--- src/rtl/packet_switch_pkg.sv ---
// Shared port-index encoding for the packet switch timestamp path.
// The TS demux decoder reads the same field positions back out of the returned fingerprint.
package packet_switch_pkg;

  localparam int PORTS_WIDTH = 4;

  typedef enum logic [PORTS_WIDTH-1:0] {
    PT_DMA0 = 4'd0,
    PT_DMA1 = 4'd1,
    PT_DMA2 = 4'd2,
    PT_DMA3 = 4'd3,
    PT_DMA4 = 4'd4,
    PT_DMA5 = 4'd5,
    PT_DMA6 = 4'd6,
    PT_DMA7 = 4'd7,
    PT_USER = 4'd8
  } port_idx_e;

endpackage

--- src/rtl/packet_switch_rr_arb.sv ---
// Round-robin arbiter: the search starts one past the last winner and wraps.
// last_grant moves only when something is actually granted.
module packet_switch_rr_arb #(
  parameter int N     = 9,
  parameter int IDX_W = (N > 1) ? $clog2(N) : 1
) (
  input  logic             clk,
  input  logic             rst_n,
  input  logic [N-1:0]     req,
  input  logic             en,
  output logic [N-1:0]     grant,
  output logic [IDX_W-1:0] grant_idx
);

  logic [IDX_W-1:0] last_grant;
  logic [IDX_W-1:0] scan_idx;
  logic             found;

  always_comb begin
    grant     = '0;
    grant_idx = '0;
    found     = 1'b0;
    scan_idx  = '0;
    if (en) begin
      for (int k = 1; k <= N; k++) begin
        scan_idx = IDX_W'((int'(last_grant) + k) % N);
        if (!found && req[scan_idx]) begin
          found           = 1'b1;
          grant[scan_idx] = 1'b1;
          grant_idx       = scan_idx;
        end
      end
    end
  end

  // Parking on N-1 after reset gives port 0 first priority.
  always_ff @(posedge clk) begin
    if (!rst_n) begin
      last_grant <= IDX_W'(N - 1);
    end else if (found) begin
      last_grant <= grant_idx;
    end
  end

endmodule

--- src/rtl/packet_switch_dma_ts_fp_mux.sv ---
// TX timestamp-request tagger: arbitrates requesters, stamps the port index into
// the fingerprint and bounds in-flight requests per port.
module packet_switch_dma_ts_fp_mux
  import packet_switch_pkg::*;
#(
  parameter int FINGERPRINT_FLD_WIDTH = 32,
  parameter int SYS_FINGERPRINT_WIDTH = 20,
  parameter int NUM_INTF              = 9,
  parameter int MAX_OUTSTANDING       = 16
) (
  input  logic                                             clk,
  input  logic                                             rst_n,
  input  logic [NUM_INTF-1:0]                              egrpt2mux_tvalid,
  input  logic [NUM_INTF-1:0][FINGERPRINT_FLD_WIDTH-1:0]   egrpt2mux_fp,
  output logic [NUM_INTF-1:0]                              mux2egrpt_tready,
  output logic                                             mux2hssi_tvalid,
  output logic [FINGERPRINT_FLD_WIDTH-1:0]                 mux2hssi_fp,
  input  logic                                             hssi2mux_tready,
  input  logic [NUM_INTF-1:0]                              ts_ret_valid,
  output logic [NUM_INTF-1:0]                              underflow_err,
  output logic [NUM_INTF-1:0]                              outstanding_full
);

  localparam int IDX_W = (NUM_INTF > 1) ? $clog2(NUM_INTF) : 1;
  localparam int CNT_W = $clog2(MAX_OUTSTANDING + 1);
  localparam logic [CNT_W-1:0] CNT_MAX = CNT_W'(MAX_OUTSTANDING);

  logic [NUM_INTF-1:0]              eligible;
  logic [NUM_INTF-1:0]              grant;
  logic [IDX_W-1:0]                 grant_idx;
  logic                             slot_free;
  logic [FINGERPRINT_FLD_WIDTH-1:0] fp_next;
  logic [CNT_W-1:0]                 cnt [NUM_INTF];
  logic                             unused_fp_bits;

  always_comb begin
    for (int i = 0; i < NUM_INTF; i++) begin
      eligible[i] = egrpt2mux_tvalid[i] && (cnt[i] < CNT_MAX);
    end
  end

  assign slot_free = !mux2hssi_tvalid || hssi2mux_tready;

  // Gating with rst_n keeps every tready low during reset cycles.
  packet_switch_rr_arb #(
    .N     (NUM_INTF),
    .IDX_W (IDX_W)
  ) u_arb (
    .clk       (clk),
    .rst_n     (rst_n),
    .req       (eligible),
    .en        (slot_free && rst_n),
    .grant     (grant),
    .grant_idx (grant_idx)
  );

  assign mux2egrpt_tready = grant;

  always_comb begin
    fp_next = '0;
    fp_next[SYS_FINGERPRINT_WIDTH-1:0] = egrpt2mux_fp[grant_idx][SYS_FINGERPRINT_WIDTH-1:0];
    fp_next[SYS_FINGERPRINT_WIDTH +: PORTS_WIDTH] = PORTS_WIDTH'(grant_idx);
  end

  // Requesters may drive anything above the system fingerprint; it is overwritten.
  always_comb begin
    unused_fp_bits = 1'b0;
    for (int i = 0; i < NUM_INTF; i++) begin
      unused_fp_bits = unused_fp_bits ^
                       (^egrpt2mux_fp[i][FINGERPRINT_FLD_WIDTH-1:SYS_FINGERPRINT_WIDTH]);
    end
  end

  always_ff @(posedge clk) begin
    if (!rst_n) begin
      mux2hssi_tvalid <= 1'b0;
      mux2hssi_fp     <= '0;
    end else if (|grant) begin
      mux2hssi_tvalid <= 1'b1;
      mux2hssi_fp     <= fp_next;
    end else if (hssi2mux_tready) begin
      mux2hssi_tvalid <= 1'b0;
    end
  end

  // A port at the limit is never eligible, so the increment cannot overflow.
  always_ff @(posedge clk) begin
    if (!rst_n) begin
      for (int i = 0; i < NUM_INTF; i++) begin
        cnt[i] <= '0;
      end
      underflow_err    <= '0;
      outstanding_full <= '0;
    end else begin
      for (int i = 0; i < NUM_INTF; i++) begin
        outstanding_full[i] <= (cnt[i] == CNT_MAX);
        case ({grant[i], ts_ret_valid[i]})
          2'b10: cnt[i] <= cnt[i] + CNT_W'(1);
          2'b01: begin
            if (cnt[i] == '0) begin
              underflow_err[i] <= 1'b1;
            end else begin
              cnt[i] <= cnt[i] - CNT_W'(1);
            end
          end
          default: cnt[i] <= cnt[i];
        endcase
      end
    end
  end

endmodule

--- config.mk ---
export PLATFORM = sky130hd
export DESIGN_NAME = packet_switch_dma_ts_fp_mux
export DESIGN_NICKNAME = d
export VERILOG_FILES = /design/src/rtl/packet_switch_pkg.sv /design/src/rtl/packet_switch_rr_arb.sv /design/src/rtl/packet_switch_dma_ts_fp_mux.sv
export SDC_FILE = /design/constraint.sdc
export NUM_CORES = 1
export LEC_CHECK = 0
export ABC_AREA = 1
export BUFFER_PORTS_ARGS = -buffer_cell sky130_fd_sc_hd__buf_4
export CORE_MARGIN = 3
export CORE_UTILIZATION = 30
export CTS_CLUSTER_DIAMETER = 30
export DETAILED_ROUTE_END_ITERATION = 10
export GPL_TIMING_DRIVEN = 0
export PLACE_DENSITY = 0.53
export SLEW_MARGIN = 25
export SYNTH_ARGS = -nofsm -noshare
export SYNTH_HDL_FRONTEND = slang
export SYNTH_SLANG_ARGS = --single-unit
export TNS_END_PERCENT = 20
--- constraint.sdc ---
create_clock -name clk -period 10.1 [get_ports clk]
set_input_delay 1.515 -clock clk [delete_from_list [all_inputs] [get_ports clk]]
set_output_delay 1.515 -clock clk [all_outputs]
set_load 0.01 [all_outputs]
Yosys cells after proc, flatten, opt, wreduce, memory -nomap -nowiden
Memories as Yosys holds them, arrays and structs flattened. Index checks and enable logic that the tools add are counted. W data, S select, Z words.

$add $sub $neg: 27. Multipliers: 0. Divide/modulo/power cells: 9. Order comparisons: 28. Eq/ne operators: 27. Shift-type cells: 0. Mux-type cells: 204. Bitwise gates (word level): 35. Reduce and logical (&&, ||, !) cells: 66.

Operator list (number): $mod A32 B5 Y32 const B (9); $mux W9 (18); $mux W5 (27); $mux W1 (129); $bmux W32 S4 (1); $or A9 B9 Y9 (8); $lt A4 B5 Y1 const B (10); $add A5 B1 Y5 const B (9); $eq A5 B5 Y1 const B (9); $logic_not A5 Y1 (9); $lt A5 B5 Y1 const B (9); $sub A5 B1 Y5 const B (9); $mux W4 (10); $bmux W1 S4 (9); $demux W1 S4 (9); $ge A4 B1 Y1 const B (9); $logic_and A1 B1 Y1 (27); $or A1 B1 Y1 (27); $add A4 B3 Y5 const B (4); $mux W20 (1); $eq A2 B1 Y1 const B (9); $eq A2 B2 Y1 const B (9); $reduce_and A2 Y1 (9); $reduce_or A2 Y1 (9); other kinds (7) (17).

Register bits after elaboration: 47. Latch bits: 0. RAM bits: 45. Bits in read-only memories: 0. Logic and storage cells: 410. Memories kept: 1.

Memories: cnt (depth 9, bits a word 5, read ports 9, clocked after memory_dff 0, write ports 9, line packet_switch_dma_ts_fp_mux.sv:33) `logic [CNT_W-1:0] cnt [NUM_INTF];`.

Longest topological paths before layout
Gate-level depths: netlist of the first run. An unclocked memory read counts as a cell.

Depth in word-level cells: 46. Mapped depth: 46.

Hierarchy
Synthesis of the first run repeated with hierarchy kept, for this count alone.

Cell total of the unflattened synthesis: 2026. Area, all modules: 12069.1 µm².

By module, submodules not included: packet_switch_dma_ts_fp_mux (instances 1, cells each 983, area an instance 6769.0 µm², seq. area each 2212.1 µm²); packet_switch_rr_arb (instances 1, cells each 1043, area an instance 5300.1 µm², seq. area each 80.1 µm²).

Worst setup path before layout of the first run
Ideal clock, no wire load.

Path kind: reg-to-reg. Start: register u_arb.last_grant[0]. End: memory cnt[8][0] (netlist bit), data pin. Arrival time: 7.008 ns. Data required time: 9.829 ns. Path slack: 2.821 ns. Cell stages (with the launch flop): 41. Path buffers: 4. Clock period less this slack: 7.279 ns. Cells stage by stage: dfxtp_1 -> buf_2 -> clkinv_1 -> buf_1 -> ha_1 -> clkbuf_1 -> inv_2 -> ha_1 -> inv_1 -> nand4_2 -> nand2_1 -> xor2_2 -> ha_1 -> inv_1 -> nor2_1 -> nand3_1 -> nand2_2 -> nand2_2 -> [5 not listed] -> nand3_2 -> nand4_2 -> inv_2 -> nand2_2 -> nor3_1 -> nor4_1 -> o31a_1 -> o221ai_1 -> nand2_1 -> inv_1 -> ha_1 -> o21ai_0 -> nand2_1 -> nor3_1 -> nand4_1 -> a2111oi_0 -> clkbuf_1 -> a21oi_1.

RTL lines: start, declared (line packet_switch_rr_arb.sv:15) `logic [IDX_W-1:0] last_grant;`; start signal, assigned (line packet_switch_rr_arb.sv:39) `last_grant <= IDX_W'(N - 1);`; start signal, assigned (line packet_switch_rr_arb.sv:41) `last_grant <= grant_idx;`; end, declared (line packet_switch_dma_ts_fp_mux.sv:33).

==> results of run 1 <==
## worst min-delay path, cell delays in order, from the launching register on
cell and delay [ns]:
dfxtp_1 0.33, nand2_1 0.05, o21ai_0 0.05
## routing by layer
metal	routed length [um]	part of all wire
met1	20970	0.43
met2	23010	0.48
met3	3237	0.067
met4	1155	0.024
met5	0	0
## cell type report
type / instances / area (um^2)
Inverter: 396 / 1486
Tap cell: 525 / 656.9
Timing Repair Buffer: 253 / 1897
Multi-Input combinational cell: 1510 / 8158
Fill cell: 4461 / 25000
Sequential cell: 92 / 2292
Buffer: 82 / 434.2
Clock inverter: 6 / 40.04
Clock buffer: 10 / 229.0
## worst max path at each step
stage | to | slack (ns) | cells past startpoint
3_3_place_gp | cnt[8][0]$_DFFE_PP_ | -0.32 | 40
4_1_cts | cnt[1][1]$_SDFFCE_PP0P_ | 0.58 | 41
6_report | cnt[1][1]$_SDFFCE_PP0P_ | 0.66 | 41
5_1_grt | cnt[1][1]$_SDFFCE_PP0P_ | 0.002 | 41
2_1_floorplan | cnt[8][0]$_DFFE_PP_ | 2.82 | 40
3_5_place_dp | cnt[1][0]$_SDFFCE_PP0P_ | 0.64 | 41
## layout by cell type (no fill, tap or decap), types with 5 or more instances in the layout
cell | Yosys | routed
inv_2 | 15 | 15
buf_2 | 34 | 35
xnor2_1 | 7 | 7
edfxtp_1 | 45 | 45
inv_1 | 378 | 378
nand4_1 | 27 | 27
nor2_1 | 171 | 171
nor4_1 | 10 | 10
dfxtp_1 | 47 | 47
a31oi_1 | 8 | 8
nor2_2 | 9 | 9
nand3_1 | 351 | 351
nor3_1 | 21 | 21
buf_4 | 14 | 266
o21ai_1 | 11 | 11
clkbuf_16 | 0 | 9
clkinv_1 | 3 | 5
a21oi_1 | 51 | 51
xor2_1 | 39 | 39
o21ai_0 | 65 | 65
o22ai_1 | 8 | 8
ha_1 | 99 | 99
o311ai_0 | 5 | 5
o31ai_1 | 9 | 9
o211ai_1 | 5 | 5
conb_1 | 1 | 8
nand2_2 | 16 | 16
clkbuf_1 | 27 | 28
fa_1 | 8 | 8
or2_2 | 7 | 7
nand3b_1 | 25 | 25
nand2_1 | 511 | 511
## stage by stage
stage	cell area (um^2)	hold slack [ns]	utilization
after floorplan	12360	0.4666	-
after CTS	15190	0.4692	0.3780
after detailed placement	14920	0.4568	0.3713
after global routing	15190	0.4844	0.3781
after global placement	14910	0.4440	0.3710
final	15190	0.4637	0.3781
## flip-flops by register name, indices dropped and copies added, names as in the netlist
name / flops
mux2hssi_fp: 24
mux2hssi_tvalid: 1
outstanding_full: 9
u_arb.last_grant: 4
cnt: 45
underflow_err: 9
## timing repair
action                                  in CTS  in global routing
resized for setup                            0                  2
endpoints found under the setup margin       0                 11
hold endpoints to repair                     0                  0
## kinds of logic after synthesis
logic type | after synthesis
compound gates | 182
xor+xnor | 49
fa+ha+maj | 107
buf+inv | 478
flops | 92
other cells | 1
simple gates | 1164
==> results.yml, run 1 <==
status:
  status: "finished clean"
clock_tree:
  clkSinkCount: 92
  cts_tree: "built"
  htree_levels: 3
  clk_latency_ns: 0.36
  clk_path_buf_depth: 2
  post_cts_buffers: 0
  clkSlewWorstSetupHoldPaths_ns: 0.07
  clock-root-buffer: "clkbuf_16"
  holdBufCountCts: 0
  cts_made_buffers: 9
floorplan:
  start_util: 0.3070
  rows: 73
  io_pins: 369
  die_x_um: 208.8
  die_h_um: 208.8
  die-area_um2: 43590
  core_area_um2: 40190
logic_synthesis:
  yosys.area.top_type: "nand2_1"
  ys_ff_latch: 92
  synth_edf_count: 45
  synth_compound_area_frac: 0.08580
  synth_mux_area_frac: 0
  syn-cell-area_um2: 12340
  synth_cells: 2073
  synthAdderAreaFrac: 0.1134
  async_flop_share: 0
  ys_warn_count: 0
  synthFlopType: "dfxtp_1"
  synth_xor_area_frac: 0.03661
  yosysSeqAreaShare: 0.1858
  netlist.area_leader.share: 0.1555
  synth.avg_cell_area_um2: 5.951
  yosys-top-cells-count: "nand2_1 (511), inv_1 (378), nand3_1 (351), nor2_1 (171), ha_1 (99)"
  synth-simple-area-share: 0.4225
  yosysMostFrequentCell: "nand2_1"
  synth_top_family_by_area: "simple AND/OR/NAND/NOR gates"
  yosys.cell_types.count: 53
  yosys-top-cells-area: "nand2_1 (16%), nand3_1 (14%), inv_1 (12%), edfxtp_1 (11%), ha_1 (10%)"
global_routing:
  grtUsageMet2: 0.3761
  grt_max_degree: 17
  grt_pass1_wl_um: 75780
  grt_antenna_before_repair: 0
  use_met1: 0.2735
  grt_use_total: 0.2166
  use_met3: 0.04219
  grt_pass1_vias: 13930
  overflow: 0
  gr-max-usage-layer: "met2"
hold_path:
  hold-path-endpoint: "underflow_err[5]$_SDFFE_PN0P_"
  hold_start: "underflow_err[5]$_SDFFE_PN0P_"
  hold_depth: 2
  hp-class: "reg2reg"
routing:
  via_per_inst: 4.899
  antenna_left: 0
  wl_per_cell_um: 16.83
  drtPass1Iterations: 8
  wirelength_um: 48370
  vias: 14080
  first_iter_violations: 964
  drc_errors: 0
sta:
  hold_viol: 0
  tightest_slew_ns: 0.9814
  setup_violations: 0
  fin_skew_ns: 0.01448
  fin_crit_sh: 0.9350
  rsz0062_at_grt: "false"
  fin_ws_ns: 0.6564
  fmax_ghz: 0.1059
  maxSlewViolCount: 0
  slew_headroom: 0.3457
  fin_setup_tns_ns: 0
  fin_crit_ns: 9.444
placement:
  dp_hpwl_um: 40460
  gp_congestion: 0.9514
  port_buffers: 252
  place_inst: 2858
  place_ws_ns: 0.6394
critical_path:
  cpMaxStageDelayCell: "dfxtp_1"
  worstSetupPathType: "reg2reg"
  cp.arrival_ns: 9.53
  critPathBufInv: 12
  start_kind: "flop"
  cp-startpoint: "u_arb.last_grant[0]$_SDFFE_PN0P_"
  r2r-end: "cnt[1][1]$_SDFFCE_PP0P_"
  critPathMaxFanout: 16
  worstPathRequired_ns: 10.18
  path_common_cell: "nand2_1"
  rrSetupSlack_ns: 0.66
  cpPeakStageDelay_ns: 0.59
  timing.rr.start: "u_arb.last_grant[0]$_SDFFE_PN0P_"
  reg2reg_depth: 41
  worstSetupEndpointType: "flop"
  crit_family: "buffers and inverters"
flow_run:
  maxCapViolCount: 0
layout:
  fin_nets: 2760
  syn_to_final_growth_pct: 23.15
  final_cells: 2874
  drive_above_1_share: 0.1643
  antenna_cells: 0
Power of run 1 is not shown: default switching activity piles up to over one toggle a cycle in this logic, so the estimate is an artifact.
==> inputs of run 2 (changes only) <==
ABC_AREA = default   (was 1)
==> run 2 against run 1 <==
  * First-iteration DRC count rose by 48%
  * Clock-buffer cell count did not move
  * Synthesized cell count fell by 15%
  * Sequential share of layout area fell by 1.5 points
  * Worst hold slack improved by 0.018 ns
  * Critical path type is now reg2out
  * Critical path depth fell by 14
  * Largest cell class unchanged
==> results.yml, run 2 <==
clock_tree:
  clkSinkCount: 92
  clkSlewWorstSetupHoldPaths_ns: 0.07
  cts_made_buffers: 9
  clk_path_buf_depth: 2
  htree_levels: 3
  clk_latency_ns: 0.36
  clock-root-buffer: "clkbuf_16"
  cts_tree: "built"
logic_synthesis:
  yosysSeqAreaShare: 0.1689
  synth_cells: 1764
  async_flop_share: 0
  ys_ff_latch: 92
  synth_compound_area_frac: 0.2767
  yosys.cell_types.count: 105
  synth_top_family_by_area: "compound AO/OA/AOI/OAI gates"
  synthAdderAreaFrac: 0.1031
  synth_mux_area_frac: 0.08315
  syn-cell-area_um2: 13570
  yosys-top-cells-count: "nor2_1 (185), nand2_1 (159), ha_1 (99), inv_1 (93), nand3_1 (89)"
  synthFlopType: "dfxtp_1"
  netlist.area_leader.share: 0.09956
  synth.avg_cell_area_um2: 7.694
  synth_xor_area_frac: 0.04194
  ys_warn_count: 0
  yosys-top-cells-area: "edfxtp_1 (10%), ha_1 (9.1%), dfxtp_1 (6.9%), nor2_1 (5.1%), nand2_1 (4.4%)"
  yosysMostFrequentCell: "nor2_1"
  synth-simple-area-share: 0.2552
  synth_edf_count: 45
  yosys.area.top_type: "edfxtp_1"
routing:
  vias: 15290
  antenna_left: 0
  wirelength_um: 60430
  drc_errors: 0
  via_per_inst: 5.807
  drtPass1Iterations: 6
  wl_per_cell_um: 22.95
  first_iter_violations: 1431
placement:
  port_buffers: 252
  place_ws_ns: -2.443
  place_inst: 2615
  gp_congestion: 1.015
  dp_hpwl_um: 48790
floorplan:
  start_util: 0.3056
  core_area_um2: 44410
  rows: 77
  die-area_um2: 47830
  die_h_um: 218.7
  io_pins: 369
  die_x_um: 218.7
layout:
  syn_to_final_growth_pct: 24.37
  mostFrequentLayoutCells: "buf_4 (274), nor2_1 (181), nand2_1 (159)"
  reg.largest.list: "cnt x45, mux2hssi_fp x24"
  fin_nets: 2452
  final_core_util: 0.3801
  largest-register: "cnt"
  largest_reg_flops: 45
  layout_commonest_cell: "buf_4"
  drive_above_1_share: 0.2430
  antenna_cells: 0
  final_cells: 2633
sta:
  fin_skew_ns: 0.009758
  fmax_ghz: 0.1027
  fin_crit_sh: 0.9642
  fin_ws_ns: 0.3611
  maxSlewViolCount: 0
  slew_headroom: 0.2828
  tightest_slew_ns: 1.072
  fin_crit_ns: 9.739
  hold_viol: 0
  setup_violations: 0
hold_path:
  hp-class: "reg2reg"
global_routing:
  grt_antenna_before_repair: 0
  grt_pass1_wl_um: 88440
  overflow: 0
  grt_pass1_vias: 14450
  grt_use_total: 0.2415
  grt_max_degree: 17
critical_path:
  worstPathRequired_ns: 8.59
  cp.arrival_ns: 8.22
  start_kind: "flop"
  critPathMaxFanout: 16
  worstSetupEndpointType: "output pin"
  worstSetupPathType: "reg2out"
flow_run:
  maxCapViolCount: 0
status:
  status: "finished clean"
-- run 2: worst max-delay path, stage by stage (launching register included) --
cell      delay, ns
dfxtp_2        0.46
buf_2          0.28
inv_1          0.10
clkbuf_2       0.24
buf_4          0.26
clkbuf_4       0.26
clkbuf_4       0.26
clkbuf_8       0.25
ha_1           0.26
or2_2          0.34
o41a_1         0.35
and2_1         0.22
inv_1          0.23
ha_2           0.34
nand2b_1       0.09
o311ai_1       0.39
and3_1         0.41
nor2_1         0.11
o22ai_2        0.29
o21ai_1        0.31
nor2_4         0.29
and4_4         0.26
buf_6          0.13
nand4_1        0.34
or3_1          0.50
a41oi_2        0.28
clkbuf_2       0.37
buf_4          0.20
-- run 2: final timing paths --
kind                                                        from                             to  slack (ns)  cells past startpoint
worst min register to register     underflow_err[8]$_SDFFE_PN0P_  underflow_err[8]$_SDFFE_PN0P_        0.48                      2
worst min-delay path               underflow_err[8]$_SDFFE_PN0P_  underflow_err[8]$_SDFFE_PN0P_        0.48                      2
worst max-delay path            u_arb.last_grant[0]$_SDFFE_PN0P_            mux2egrpt_tready[8]        0.36                     27
worst max register to register  u_arb.last_grant[0]$_SDFFE_PN0P_    mux2hssi_fp[5]$_SDFFE_PN0P_        0.42                     29
-- run 2: area by class of cell --
class / count / area (um^2)
sequential: 92 / 2293
buffer: 115 / 614.3
fill: 4657 / 27530
multi-input combinational: 1458 / 10610
timing repair buffer: 258 / 1937
clock buffer: 10 / 229.0
tap: 592 / 740.7
clock inverter: 6 / 71.32
inverter: 102 / 386.6
-- run 2: cell families after synthesis --
family	Yosys count
buffers and inverters	221
flip-flops	92
other	1
AND/OR/NAND/NOR	694
XOR/XNOR	62
multiplexers	94
AO/OA/AOI/OAI	493
adder cells (fa/ha/maj)	107
-- run 2: timing repair --
item | CTS | global route
setup buffers | 4 | 2
gates resized for setup | 36 | 48
endpoints found under the setup margin | 137 | 125
hold buffers | 0 | 0
pin swaps | 3 | 2
-- run 2: routing by layer --
metal  GRT usage  part of all wire  routed length, um  vias to the layer above
met3     0.04672             0.077               4659                      137
li1            -                 -                  -                     7114
met2      0.3788              0.45              27000                      735
met4     0.08728             0.040               2402                        0
met5           0                 0                  0                        -
met1      0.3296              0.44              26360                     7304
-- run 2: stage by stage --
stage          instance area [um^2]   TNS (ns)  hold slack [ns]
2_1_floorplan                 13600          0           0.5027
3_3_place_gp                  16230    -320.63           0.4613
3_5_place_dp                  16250    -240.02           0.4666
4_1_cts                       16700          0           0.4930
5_1_grt                       16880  -0.005620           0.5219
6_report                      16880          0           0.4813
Power of run 2 is left out for the same reason.
==> inputs of run 3 (changes only) <==
clock period = 11.5 ns   (was 10.1 ns; I/O delays follow)
==> run 3 against run 2 <==
  * Die area unchanged
  * Critical endpoint unchanged
  * Wire length down 0.57%
  * Sequential share of layout area up 0.19 points
  * Utilization down 0.56 points
  * Clock skew up 0.0022 ns
==> results.yml, run 3 (synthesized netlist as in run 2, its figures left out) <==
status:
  status: "finished clean"
critical_path:
  crit_family: "buffers and inverters"
  path_common_cell: "buf_2"
  critPathMaxFanout: 16
  cpMaxStageDelayCell: "o31ai_1"
  start_kind: "flop"
  worstSetupEndpointType: "output pin"
  critPathBufInv: 13
  cp.arrival_ns: 9.28
  worstSetupPathType: "reg2out"
  cpPeakStageDelay_ns: 0.63
  rrSetupSlack_ns: 0.64
  worstPathRequired_ns: 9.78
sta:
  slew_headroom: 0.2862
  fin_crit_sh: 0.9572
  setup_violations: 0
  fin_crit_ns: 11.01
  hold_viol: 0
  tightest_slew_ns: 1.067
  rsz0062_at_grt: "true"
  fmax_ghz: 0.09085
  fin_skew_ns: 0.01196
  maxSlewViolCount: 0
placement:
  gp_congestion: 1.015
  port_buffers: 252
  dp_hpwl_um: 48790
  place_inst: 2615
global_routing:
  grt_max_degree: 17
  grt_antenna_before_repair: 1
  overflow: 0
  grt_pass1_wl_um: 88350
  grt_pass1_vias: 14430
  grt_use_total: 0.2410
clock_tree:
  clock-root-buffer: "clkbuf_16"
  clkSinkCount: 92
  clk_path_buf_depth: 2
  cts_tree: "built"
  htree_levels: 3
  clkSlewWorstSetupHoldPaths_ns: 0.07
  clk_latency_ns: 0.36
  cts_made_buffers: 9
  holdBufCountCts: 0
routing:
  wirelength_um: 60080
  drc_errors: 0
  drtPass1Iterations: 5
  antenna_left: 0
  wl_per_cell_um: 22.85
  vias: 15290
  first_iter_violations: 1471
  via_per_inst: 5.812
layout:
  fin_nets: 2449
  reg.largest.list: "cnt x45, mux2hssi_fp x24"
  syn_to_final_growth_pct: 22.55
  antenna_cells: 0
  largest-register: "cnt"
  mostFrequentLayoutCells: "buf_4 (267), nor2_1 (184), nand2_1 (159)"
  register_area_um2: 2292
  final_core_util: 0.3745
  layout_commonest_cell: "buf_4"
  fill_cells: 4679
  final_cells: 2630
  largest_reg_flops: 45
  drive_above_1_share: 0.2233
  multiInputGateArea_um2: 10430
floorplan:
  start_util: 0.3056
  io_pins: 369
  die-area_um2: 47830
  core_area_um2: 44410
  die_x_um: 218.7
  rows: 77
  die_h_um: 218.7
hold_path:
  hp-class: "reg2reg"
flow_run:
  maxCapViolCount: 0
==> run 3: worst register-to-register path, delay by kind of cell (launching register included) <==
kind                       cells  cell delay [ns]
and+or+nand+nor               11             3.07
adders and majority gates      4             1.13
xor gates and xnor gates       1             0.41
buffers and inverters         13             3.87
DFF                            1             0.44
AOI/OAI and AO/OA              7             1.69
==> run 3: final timing paths <==
kind	from	to	cells past startpoint
setup / recovery	u_arb.last_grant[0]$_SDFFE_PN0P_	mux2egrpt_tready[8]	27
hold / removal	underflow_err[8]$_SDFFE_PN0P_	underflow_err[8]$_SDFFE_PN0P_	2
setup reg to reg	u_arb.last_grant[0]$_SDFFE_PN0P_	cnt[4][4]$_SDFFCE_PP0P_	36
hold reg to reg	underflow_err[8]$_SDFFE_PN0P_	underflow_err[8]$_SDFFE_PN0P_	2
==> run 3: routing by layer <==
metal	vias up	wire, um	global-route usage	share of wire
met4	2	2252	0.09030	0.037
met1	7344	26120	0.3299	0.43
met5	-	13	0	0.00022
li1	7096	-	-	-
met2	728	26970	0.3763	0.45
met3	115	4731	0.04519	0.079
==> run 3: timing repair <==
item,4_1_cts,5_1_grt
setup endpoints to repair,112,86
cloned,0,0
buffers inserted,1,0
endpoints found under the hold margin,0,0
pin swaps,1,0
gates resized for setup,8,18
==> run 3: final cells by class <==
class / instances / share of cell area
plain buffers: 117 / 0.03498
clock buffers: 10 / 0.01377
clock inverters: 6 / 0.004288
inverters: 102 / 0.02324
multi-input cells: 1458 / 0.6272
flip-flops and latches: 92 / 0.1378
well taps: 592 / 0.04453
repair buffers: 253 / 0.1142
==> run 3: per-stage QoR <==
step,setup slack [ns],setup TNS [ns],instance area [um^2],hold slack (ns)
after detailed placement,-1.110,-60.37,16250,0.4666
final,0.4927,0,16630,0.4855
after global routing,-0.03001,-0.1069,16630,0.5219
after CTS,0.006262,0,16570,0.4930
after floorplan,2.550,0,13600,0.5027
after global placement,-1.770,-134.16,16230,0.4613
Power of run 3 is left out for the same reason.
